`config.mk`:
```
export PLATFORM = sky130hd
export DESIGN_NAME = store_unit
export DESIGN_NICKNAME = d
export VERILOG_FILES = /design/src/rtl/upower_pkg.sv /design/src/rtl/store_fifo.sv /design/src/rtl/store_unit.sv
export SDC_FILE = /design/constraint.sdc
export NUM_CORES = 1
export LEC_CHECK = 0
export ABC_CLOCK_PERIOD_IN_PS = 14000
export BUFFER_PORTS_ARGS = -buffer_cell sky130_fd_sc_hd__buf_2
export CORE_ASPECT_RATIO = 1.1
export CORE_MARGIN = 2
export CORE_UTILIZATION = 48
export DETAILED_ROUTE_END_ITERATION = 16
export GPL_ROUTABILITY_DRIVEN = 0
export PLACE_DENSITY = 0.66
export SYNTH_ARGS = -nofsm -noshare
export SYNTH_HDL_FRONTEND = slang
export SYNTH_SLANG_ARGS = --single-unit
```
`constraint.sdc`:
```
create_clock -name clk -period 14 [get_ports clk]
set_input_delay 0.7 -clock clk [delete_from_list [all_inputs] [get_ports clk]]
set_output_delay 0.7 -clock clk [all_outputs]
set_load 0.03 [all_outputs]
```
`src/rtl/upower_pkg.sv`:
```
// upower_pkg: shared store-path definitions (opcodes, drain states, queue entry,
// opcode-to-size decode).
package upower_pkg;

    localparam logic [5:0] OP_STB = 6'd38;
    localparam logic [5:0] OP_STH = 6'd44;
    localparam logic [5:0] OP_STW = 6'd36;
    localparam logic [5:0] OP_STD = 6'd62;

    typedef enum logic [1:0] {
        ST_IDLE,
        ST_BEAT0,
        ST_BEAT1
    } drain_state_t;

    // One queued store: effective address, raw RS value, size in bytes (1/2/4/8).
    typedef struct packed {
        logic [63:0] addr;
        logic [63:0] data;
        logic [3:0]  size;
    } store_entry_t;

    // Store size in bytes; 0 marks an opcode that is not a store.
    function automatic logic [3:0] size_from_op(input logic [5:0] op);
        case (op)
            OP_STB:  return 4'd1;
            OP_STH:  return 4'd2;
            OP_STW:  return 4'd4;
            OP_STD:  return 4'd8;
            default: return 4'd0;
        endcase
    endfunction

endpackage

```
`src/rtl/store_fifo.sv`:
```
// store_fifo: DEPTH-entry circular buffer of store entries. Exposes the head
// and the entry behind it so the drain FSM can chain beats without a bubble.
module store_fifo
    import upower_pkg::*;
#(
    parameter int unsigned DEPTH = 4
) (
    input  logic                         clk,
    input  logic                         rst_n,
    input  logic                         push,
    input  logic                         pop,
    input  store_entry_t                 wr_entry,
    output store_entry_t                 head,
    output store_entry_t                 after_head,
    output logic [$clog2(DEPTH+1)-1:0]   count
);

    localparam int unsigned AW = $clog2(DEPTH);
    localparam int unsigned CW = $clog2(DEPTH+1);

    store_entry_t   mem [DEPTH];
    logic [AW-1:0]  wr_ptr;
    logic [AW-1:0]  rd_ptr;

    // Entry storage; needs no reset because occupancy gates every read.
    always_ff @(posedge clk) begin
        if (push) mem[wr_ptr] <= wr_entry;
    end

    // Pointers wrap naturally (DEPTH is a power of two); count tracks occupancy.
    always_ff @(posedge clk or negedge rst_n) begin
        if (!rst_n) begin
            wr_ptr <= '0;
            rd_ptr <= '0;
            count  <= '0;
        end else begin
            if (push) wr_ptr <= wr_ptr + AW'(1);
            if (pop)  rd_ptr <= rd_ptr + AW'(1);
            case ({push, pop})
                2'b10:   count <= count + CW'(1);
                2'b01:   count <= count - CW'(1);
                default: count <= count;
            endcase
        end
    end

    assign head       = mem[rd_ptr];
    assign after_head = mem[rd_ptr + AW'(1)];

endmodule

```
`src/rtl/store_unit.sv`:
```
// store_unit: buffered store path. Turns stb/sth/stw/std into big-endian lane
// data plus byte enables, queues them, and drains over a req/ack handshake.
// Build option: define STORE_SPLIT_EN to split doubleword-crossing stores into
// two beats; without it such stores are dropped and flagged on align_err.
module store_unit
    import upower_pkg::*;
#(
    parameter int unsigned DEPTH = 4
) (
    input  logic                         clk,
    input  logic                         rst_n,
    input  logic                         st_valid,
    output logic                         st_ready,
    input  logic [5:0]                   st_opcode,
    input  logic [63:0]                  st_addr,
    input  logic [63:0]                  st_data,
    output logic                         mem_req,
    input  logic                         mem_ack,
    output logic [63:0]                  mem_addr,
    output logic [63:0]                  mem_wdata,
    output logic [7:0]                   mem_be,
    output logic [$clog2(DEPTH+1)-1:0]   count,
    output logic                         busy,
    output logic                         align_err
);

    localparam int unsigned CW = $clog2(DEPTH+1);

    drain_state_t  state;
    logic [3:0]    in_size;
    store_entry_t  in_entry;
    store_entry_t  head;
    store_entry_t  second;
    store_entry_t  next_entry;
    logic          accept;
    logic          push;
    logic          pop;
    logic          beat_done;
    logic          last_beat;
    logic          have_next;
    logic          load;
    logic [CW-1:0] avail;
    logic [2:0]    n_off;
    logic [63:0]   n_left;
    logic [7:0]    n_be_left;
    logic [63:0]   n_w0;
    logic [7:0]    n_be0;

    assign st_ready  = (count < CW'(DEPTH));
    assign busy      = (count != '0);
    assign accept    = st_valid && st_ready;
    assign in_size   = size_from_op(st_opcode);
    assign in_entry  = '{addr: st_addr, data: st_data, size: in_size};
    assign beat_done = mem_req && mem_ack;

`ifdef STORE_SPLIT_EN
    logic        cross_q;
    logic [63:0] w1_q;
    logic [7:0]  be1_q;
    logic        n_cross;
    logic [63:0] n_w1;
    logic [7:0]  n_be1;

    assign push      = accept && (in_size != '0);
    assign align_err = 1'b0;
    assign last_beat = (state == ST_BEAT0 && !cross_q) || (state == ST_BEAT1);
`else
    logic in_cross;

    assign in_cross  = ({1'b0, st_addr[2:0]} + in_size) > 4'd8;
    assign push      = accept && (in_size != '0) && !in_cross;
    assign last_beat = (state == ST_BEAT0);

    // Flag a rejected crossing store in the cycle after acceptance.
    always_ff @(posedge clk or negedge rst_n) begin
        if (!rst_n) align_err <= 1'b0;
        else        align_err <= accept && (in_size != '0) && in_cross;
    end
`endif

    assign pop   = beat_done && last_beat;
    assign avail = count - CW'(pop);

    // Pick the entry to load into BEAT0: the surviving queue head, or the store
    // being pushed right now when the queue drains empty, so a store into an
    // idle unit raises mem_req the very next cycle.
    always_comb begin
        have_next  = 1'b0;
        next_entry = head;
        if (avail != '0) begin
            have_next  = 1'b1;
            next_entry = pop ? second : head;
        end else if (push) begin
            have_next  = 1'b1;
            next_entry = in_entry;
        end
        load = have_next && ((state == ST_IDLE) || pop);
    end

    // Lane generation: left-justify the stored bytes, then shift right by the
    // byte offset; whatever spills past byte 7 belongs to the second beat.
    always_comb begin
        n_off     = next_entry.addr[2:0];
        n_left    = next_entry.data << {4'd8 - next_entry.size, 3'b000};
        n_be_left = 8'hFF << (4'd8 - next_entry.size);
        n_w0      = n_left >> {n_off, 3'b000};
        n_be0     = n_be_left >> n_off;
`ifdef STORE_SPLIT_EN
        n_cross   = ({1'b0, n_off} + next_entry.size) > 4'd8;
        n_w1      = n_left << {4'd8 - {1'b0, n_off}, 3'b000};
        n_be1     = n_be_left << (4'd8 - {1'b0, n_off});
`endif
    end

    // Drain FSM with registered beat outputs held stable until acked.
    always_ff @(posedge clk or negedge rst_n) begin
        if (!rst_n) begin
            state     <= ST_IDLE;
            mem_req   <= 1'b0;
            mem_addr  <= '0;
            mem_wdata <= '0;
            mem_be    <= '0;
`ifdef STORE_SPLIT_EN
            cross_q   <= 1'b0;
            w1_q      <= '0;
            be1_q     <= '0;
`endif
        end else if (load) begin
            state     <= ST_BEAT0;
            mem_req   <= 1'b1;
            mem_addr  <= {next_entry.addr[63:3], 3'b000};
            mem_wdata <= n_w0;
            mem_be    <= n_be0;
`ifdef STORE_SPLIT_EN
            cross_q   <= n_cross;
            w1_q      <= n_w1;
            be1_q     <= n_be1;
`endif
        end else if (beat_done) begin
`ifdef STORE_SPLIT_EN
            if (state == ST_BEAT0 && cross_q) begin
                state     <= ST_BEAT1;
                mem_addr  <= mem_addr + 64'd8;
                mem_wdata <= w1_q;
                mem_be    <= be1_q;
            end else begin
                state   <= ST_IDLE;
                mem_req <= 1'b0;
            end
`else
            state   <= ST_IDLE;
            mem_req <= 1'b0;
`endif
        end
    end

    store_fifo #(
        .DEPTH(DEPTH)
    ) u_fifo (
        .clk        (clk),
        .rst_n      (rst_n),
        .push       (push),
        .pop        (pop),
        .wr_entry   (in_entry),
        .head       (head),
        .after_head (second),
        .count      (count)
    );

endmodule
```
==> key figures, run 1 <==
Floorplan
  – Floorplan Core Area: 69130 µm²
  – Die Height: 281.2 µm
  – Full die area: 71990 µm²
  – Standard-cell row count: 101
  – Starting utilization of the core area: 0.4851
  – Die X-Extent: 256 µm
  – Top-Level Pins: 281

Hold path
  – Classification of the worst-slack hold path: in2async

Pwr
  – Peak ir drop on the vdd network: 0.2637 mV
  – Power, Total: 10.50 mW
  – Switching power as a share of total power: 0.4590
  – Cell Pwr Density: 277.2 nW/µm²
  – Relative contribution of the clock network to total power: 0.184
  – Switching power: 4.821 mW
  – P_leak: 13.47 nW
  – Sequential Power Share: 0.244
  – Gate power share: 0.572
  – Internal cell power: 5.682 mW

Yosys
  – Mean instance size in the synthesized netlist: 14.55 µm²
  – Synth Instances: 2304
  – Leading post-synthesis cells by cell area: edfxtp_1 (47%), mux4_2 (17%), dfrtp_1 (11%)
  – Synth warnings: 0
  – Commonest register cell after synthesis: edfxtp_1
  – Count of different cell masters after synthesis: 88
  – Flop and latch count out of synthesis: 670
  – Cell Area, Synth: 33530 µm²
  – Sequential share of the synthesized area: 0.5788
  – Number of synthesized flops with an enable pin: 528
  – Cell type with the largest total area after synthesis: edfxtp_1
  – Synth async-reset ratio: 0.2119
  – Area share of the leading cell type in the synthesized netlist: 0.4729

Clock tree
  – Number of H-tree levels: 3
  – Clock tree from TritonCTS: built
  – Total CTS buffers: 72
  – Clock tree root driver cell: clkbuf_16
  – Clock sink count: 670
  – Hold buffers post-CTS: 0
  – Post-cts resize count: 0
  – Buffers from clock root to sink, at most: 3
  – Later-pin clock latency in the skew report: 640 ps
  – Setup Buffers After CTS: 0
  – Register clock-pin slew on the reported worst setup and hold paths: 60 ps

Cells and area
  – Area overhead of the layout relative to synthesis: 12.99%
  – Fill cell total of the finished layout: 5570
  – Area used by multi-input combinational logic: 13140 µm²
  – Utilization of the core after routing: 0.5481
  – Layout cell share with drive strength beyond 1: 0.2902
  – Number of nets in the layout: 2654
  – FF+latch area: 19420 µm²

Drt
  – Average routed wire per standard cell: 27.95 µm
  – ANT nets after route: 0
  – Via-per-instance ratio: 6.614
  – Detailed Route Iter0 Violations: 2253
  – Total vias in the final route: 23130
  – Pre-Repair DR Iteration Count: 5
  – Total wire length after detailed routing: 97.73 mm
  – Final routed DRC violation total: 0

Global routing
  – Number of global-route vias before repair: 23640
  – Number of antenna violations at the first check in global routing: 30
  – Leftover overflow at the end of global routing: 0
  – GR Util All Layers: 0.2693
  – Maximum number of pins on one net before global-route repair: 162
  – Global-route wire length before repair: 147.3 mm

STA
  – Count of endpoints failing setup in the final report: 0
  – Part of the cycle the worst path needs: 0.5331
  – Setup repair after global routing missed its margin: false
  – Actual transition at the worst max-transition pin: 1423 ps
  – Worst Clk Skew: 29.74 ps
  – Final worst path period need: 7464 ps
  – Final number of hold-violating endpoints: 0
  – Relative max-transition margin: 0.04264
  – Maximum frequency from static timing analysis: 0.1340 GHz
  – Number of pins exceeding their max-slew limit in the final report: 0
  – Total Neg Setup Slack: 0 ps

Worst setup path
  – Sort of element at the end of the critical path: flip-flop
  – Crit path launch: st_opcode[0]
  – Required time at the worst-slack endpoint: 14560 ps
  – Biggest fanout along the worst timing path: 60
  – Class of the most critical setup path: in2reg
  – Worst path arrival time: 8020 ps
  – Launch point of the worst reg-to-reg path: mem_req
  – Kind of start point of the critical path: input port

Status
  – Outcome: completed

Place
  – Quantity of I/O buffers inserted on ports: 277
  – Placed wire-length estimate after detailed placement: 62.23 mm

Run
  – Maximum Capacitance Violations: 0
## placed cells by master (no fill, tap or decap), drive strengths merged, types with 33 or more instances in the layout
cell / n
o22ai: 126
a22oi: 35
buf: 310
a22o: 35
o21ai: 72
nand2: 191
clkbuf: 97
mux2i: 53
a221o: 33
nand3: 68
a21oi: 60
nor2: 148
dfrtp: 142
o31ai: 61
mux4: 246
edfxtp: 528
## metrics by stage
stage	hold WS (ps)	instances	setup WS, ps	cell area, µm²
3_3_place_gp	454.3	3355	6311	35460
3_5_place_dp	456.6	3355	6167	35460
6_report	193.6	3497	6536	37890
5_1_grt	257.9	3493	6211	37880
2_1_floorplan	404.4	2306	7403	33540
4_1_cts	230.3	3484	6815	37860
## logic make-up (layout without fill, tap and decap cells)
logic type	count (synthesis)	in the layout	synth area share
flops	670	670	0.5788
compound gates	568	568	0.1225
simple gates	500	500	0.06646
mux	330	330	0.1916
buf+inv	209	460	0.03131
fa+ha+maj	14	14	0.005672
xor+xnor	12	12	0.003582
other cells	1	16	0.0001118
## worst max-delay path, stage by stage
cell,delay [ps]
buf_2,110
nand3b_1,240
nor4_1,1110
ha_1,530
a21oi_1,390
a21oi_1,180
o311ai_1,480
o311a_2,290
buf_4,520
inv_1,110
ha_2,330
buf_4,540
clkinv_1,700
nand2_2,350
nor2_1,60
a311oi_1,560
a2bb2oi_2,210
o22ai_1,200
or2_1,190
o211a_1,180
## power by group through the flow
stage / sequential (mW) / clock, mW / combinational [mW]
floorplan: 2.84 / 0 / 4.14
global placement: 2.59 / 0 / 5.77
detailed placement: 2.60 / 0 / 5.87
CTS: 2.56 / 1.96 / 5.90
global route: 2.59 / 2.04 / 6.39
finish: 2.56 / 1.94 / 6.01
## flip-flops by register name, summed over array words and instances (netlist names)
register / count
u_fifo.count: 3
align_err: 1
mem_be: 8
mem_req: 1
mem_addr: 61
u_fifo.rd_ptr: 2
u_fifo.mem: 528
mem_wdata: 64
u_fifo.wr_ptr: 2
## path summary, 6_finish.rpt
path                                       to  slack, ps  cells after the start
max                              mem_wdata[2]       6540                     20
min in group clk           u_fifo.mem[3][111]        290                      1
max reg2reg                      mem_wdata[2]       7380                     19
max in group asynchronous        mem_addr[31]      12320                      2
min reg2reg                         mem_be[6]        470                      2
min                             mem_wdata[51]        190                      1
## per-layer routing
layer	track usage	up-vias	routed length, µm
met1	0.3328	11880	36150
met4	0.1204	28	4318
met3	0.06214	267	7970
met2	0.4546	1124	49090
met5	0	-	197
li1	-	9831	-
## cell usage after synthesis (10+ instances only)
master    count
nor2_1      147
buf_4        21
and2_1       24
mux2_2       30
a21oi_1      59
nand2_1     188
buf_2        52
o22a_1       16
buf_1        17
a211oi_1     25
dfrtp_1     142
ha_1         12
o21ai_1      17
a31oi_1      22
nor3_1       21
nand4_1      12
inv_1        17
o31ai_1      61
a221oi_1     10
buf_6        14
mux2i_1      53
o211ai_1     12
o22ai_1     125
clkbuf_1     83
nand3_1      67
mux4_2      246
edfxtp_1    528
a22oi_1      34
a22o_1       35
a221o_1      33
o21ai_0      53
## layout make-up
| cell class | count | area share |
|---|---|---|
| Timing Repair Buffer | 310 | 0.04396 |
| Clock inverter | 32 | 0.009676 |
| Clock buffer | 97 | 0.05353 |
| Sequential cell | 670 | 0.5125 |
| Tap cell | 927 | 0.03061 |
| Antenna cell | 13 | 0.0008586 |
| Multi-Input combinational cell | 1427 | 0.3467 |
| Inverter | 21 | 0.002213 |
No activity file was read; power rests on OpenSTA's default activity.
==> run 2: changes to the inputs <==
--- a/config.mk
+++ b/config.mk
@@ -5,7 +5,7 @@
 export SDC_FILE = /design/constraint.sdc
 export NUM_CORES = 1
 export LEC_CHECK = 0
-export ABC_CLOCK_PERIOD_IN_PS = 14000
+export ABC_CLOCK_PERIOD_IN_PS = 7750
 export BUFFER_PORTS_ARGS = -buffer_cell sky130_fd_sc_hd__buf_2
 export CORE_ASPECT_RATIO = 1.1
 export CORE_MARGIN = 2
==> constraint.sdc (replaced) <==
create_clock -name clk -period 7.75 [get_ports clk]
set_input_delay 0.3875 -clock clk [delete_from_list [all_inputs] [get_ports clk]]
set_output_delay 0.3875 -clock clk [all_outputs]
set_load 0.03 [all_outputs]
==> run 2 against run 1 <==
Final cell count is 3.4% higher. Global-route usage hardly changed. First-iteration DRC count is 9.0% higher. Total power is 82% higher. Via count is 2.4% higher. Clock-buffer cell count is 1 higher. Setup slack worse by 4900 ps. Clock skew is 9.2 ps lower. Register-to-register slack worse by 5300 ps. Largest power group unchanged.
==> key figures, run 2 (synthesized netlist as in run 1, its figures left out) <==
Status
  – Outcome: completed (unchanged)

Clock tree
  – Number of H-tree levels: 3 (unchanged)
  – Post-cts resize count: 0 (unchanged)
  – Buffers from clock root to sink, at most: 3 (unchanged)
  – Hold buffers post-CTS: 117 (was 0)
  – Clock tree from TritonCTS: built (unchanged)
  – Clock tree root driver cell: clkbuf_16 (unchanged)
  – Register clock-pin slew on the reported worst setup and hold paths: 60 ps (about the same)
  – Later-pin clock latency in the skew report: 640 ps (about the same)
  – Clock sink count: 670 (unchanged)
  – Setup Buffers After CTS: 0 (unchanged)
  – Total CTS buffers: 71 (was 72)

Drt
  – Final routed DRC violation total: 0 (unchanged)
  – Total vias in the final route: 23680 (was 23130)
  – Detailed Route Iter0 Violations: 2456 (was 2253)
  – Total wire length after detailed routing: 98.16 mm (was 97.73 mm)
  – Average routed wire per standard cell: 27.14 µm (was 27.95 µm)
  – Pre-Repair DR Iteration Count: 7 (was 5)
  – Via-per-instance ratio: 6.547 (was 6.614)
  – ANT nets after route: 0 (unchanged)

STA
  – Maximum frequency from static timing analysis: 0.1624 GHz
  – Relative max-transition margin: 0.2581 (was 0.04264)
  – Hold Slack: 11.25 ps (was 193.6 ps)
  – Actual transition at the worst max-transition pin: 1113 ps (was 1423 ps)
  – Total Neg Setup Slack: 0 ps (unchanged)
  – Number of pins exceeding their max-slew limit in the final report: 0 (unchanged)
  – Setup repair after global routing missed its margin: false (unchanged)
  – Count of endpoints failing setup in the final report: 0 (unchanged)
  – PnR worst setup slack: 1592 ps (was 6536 ps)
  – Final number of hold-violating endpoints: 0 (unchanged)
  – Worst Clk Skew: 20.59 ps (was 29.74 ps)
  – Part of the cycle the worst path needs: 0.7945
  – Final worst path period need: 6158 ps

Pwr
  – P_leak: 13.97 nW (was 13.47 nW)
  – Cell Pwr Density: 490.4 nW/µm² (was 277.2 nW/µm²)
  – Peak ir drop on the vdd network: 0.4517 mV (was 0.2637 mV)

Worst setup path
  – Cell-by-cell trace of the critical path: buf_2, nand3b_1, nor4b_1, ha_1, inv_1, fa_1, xor2_2, a221oi_4, o22ai_2, o311a_2, clkinv_4, buf_4, mux2i_1, mux2i_1, o21ai_1, o22ai_1, a211oi_1, o21ai_1 (was buf_2, nand3b_1, nor4_1, ha_1, a21oi_1, a21oi_1, o311ai_1, o311a_2, buf_4, inv_1, ha_2, buf_4, clkinv_1, nand2_2, nor2_1, a311oi_1, a2bb2oi_2, o22ai_1, or2_1, o211a_1)
  – Biggest fanout along the worst timing path: 52 (was 60)
  – Required time at the worst-slack endpoint: 8240 ps (was 14560 ps)
  – Sort of element at the end of the critical path: flip-flop (unchanged)
  – Kind of start point of the critical path: input port (unchanged)
  – Worst path arrival time: 6640 ps (was 8020 ps)
  – Slowest stage cell, crit path: nor4b_1 (was nor4_1)
  – Delay of the slowest critical-path stage: 770 ps (was 1110 ps)
  – Class of the most critical setup path: in2reg (unchanged)

Cells and area
  – Cell area after layout: 39090 µm² (was 37890 µm²)
  – Area overhead of the layout relative to synthesis: 16.57% (was 12.99%)
  – Utilization of the core after routing: 0.5654 (was 0.5481)
  – Registers with the highest flip-flop counts: u_fifo.mem: 528 flops, mem_wdata: 64 flops, mem_addr: 61 flops (unchanged)
  – Register bank with the most flops: u_fifo.mem (unchanged)
  – Number of nets in the layout: 2776 (was 2654)
  – Layout cell share with drive strength beyond 1: 0.2792 (was 0.2902)
  – Top library cells by usage in the layout, fill and taps aside: edfxtp_1 (528), buf_2 (276), mux4_2 (246) (unchanged)
  – Most common library cell in the layout ignoring fill and taps: edfxtp_1 (unchanged)
  – Flip-flop count of the largest register, all copies and words added: 528 (unchanged)

Floorplan
  – Die X-Extent: 256 µm (unchanged)
  – Standard-cell row count: 101 (unchanged)
  – Top-Level Pins: 281 (unchanged)
  – Full die area: 71990 µm² (unchanged)
  – Floorplan Core Area: 69130 µm² (unchanged)
  – Starting utilization of the core area: 0.4851 (unchanged)
  – Die Height: 281.2 µm (unchanged)

Hold path
  – Classification of the worst-slack hold path: in2reg (was in2async)

Global routing
  – Number of global-route vias before repair: 24240 (was 23640)
  – Number of antenna violations at the first check in global routing: 13 (was 30)
  – Maximum number of pins on one net before global-route repair: 151 (was 162)
  – Global-route wire length before repair: 148.1 mm (was 147.3 mm)
  – GR Util All Layers: 0.2698 (was 0.2693)
  – Leftover overflow at the end of global routing: 0 (unchanged)

Place
  – Post-placement worst setup slack: 1188 ps (was 6167 ps)
  – Cell Area, Placed: 35540 µm² (was 35460 µm²)
  – Placed wire-length estimate after detailed placement: 62.06 mm (was 62.23 mm)
  – Quantity of I/O buffers inserted on ports: 277 (unchanged)

Run
  – Maximum Capacitance Violations: 0 (unchanged)
[run 2: cell types whose count changed in the layout (fill, tap and decap cells not counted)]
cell	before	now
buf_4	31	34
clkinv_8	2	1
clkbuf_8	9	8
clkinv_1	10	9
inv_6	1	4
bufinv_16	6	5
clkbuf_1	14	17
clkinvlp_4	0	2
clkbuf_16	74	73
dlygate4sd3_1	0	117
buf_12	2	5
clkinv_4	4	3
clkinv_2	9	10
diode_2	13	7
[run 2: path summary, 6_finish.rpt]
| kind | startpoint | endpoint | slack [ps] | cells after the start |
|---|---|---|---|---|
| setup / recovery | st_opcode[0] | mem_wdata[29] | 1590 | 18 |
| hold / removal | st_data[51] | u_fifo.mem[1][55] | 10 | 1 |
| min in group asynchronous | rst_n | mem_addr[10] | 470 | 2 |
| max in group asynchronous | rst_n | u_fifo.rd_ptr[1] | 5820 | 3 |
| hold reg to reg | mem_be[6] | mem_be[6] | 460 | 2 |
| setup reg to reg | mem_req | mem_wdata[29] | 2090 | 15 |
[run 2: power breakdown]
part	internal, mW	leakage (nW)	switching (mW)
Combinational	4.03	6.30	7.04
Clock	2.00	1.15	1.47
Sequential	4.26	6.51	0.370
Total	10.3	14.0	8.88
[run 2: area by class of cell]
type,instances,area [µm²]
diodes,7,17.52
repair buffers,433,2919
clock buffers,98,2001
fillers,5521,30040
flip-flops and latches,670,19420
well taps,927,1160
inverters,21,83.83
clock inverters,34,354.1
multi-input cells,1427,13140
[run 2: routing by layer]
layer  track usage  up-vias  share of wire
li1              -    10060              -
met1        0.3372    12120           0.37
met2        0.4649     1216           0.51
met3       0.04681      265          0.076
met4        0.1168       14          0.041
met5             0        -        0.00092
[run 2: worst max-delay path, delay by kind of cell]
| family | cells | cell delay [ps] |
|---|---|---|
| adders and majority gates | 2 | 800 |
| xor gates and xnor gates | 1 | 230 |
| muxes | 2 | 770 |
| AOI/OAI and AO/OA | 7 | 2620 |
| buffers and inverters | 4 | 810 |
| and+or+nand+nor | 2 | 1010 |
[run 2: stage by stage]
stage          power [mW]  instances
2_1_floorplan       12.60       2306
3_3_place_gp        15.26       3361
3_5_place_dp        15.40       3361
4_1_cts             18.94       3610
5_1_grt             19.97       3616
6_report            19.17       3617
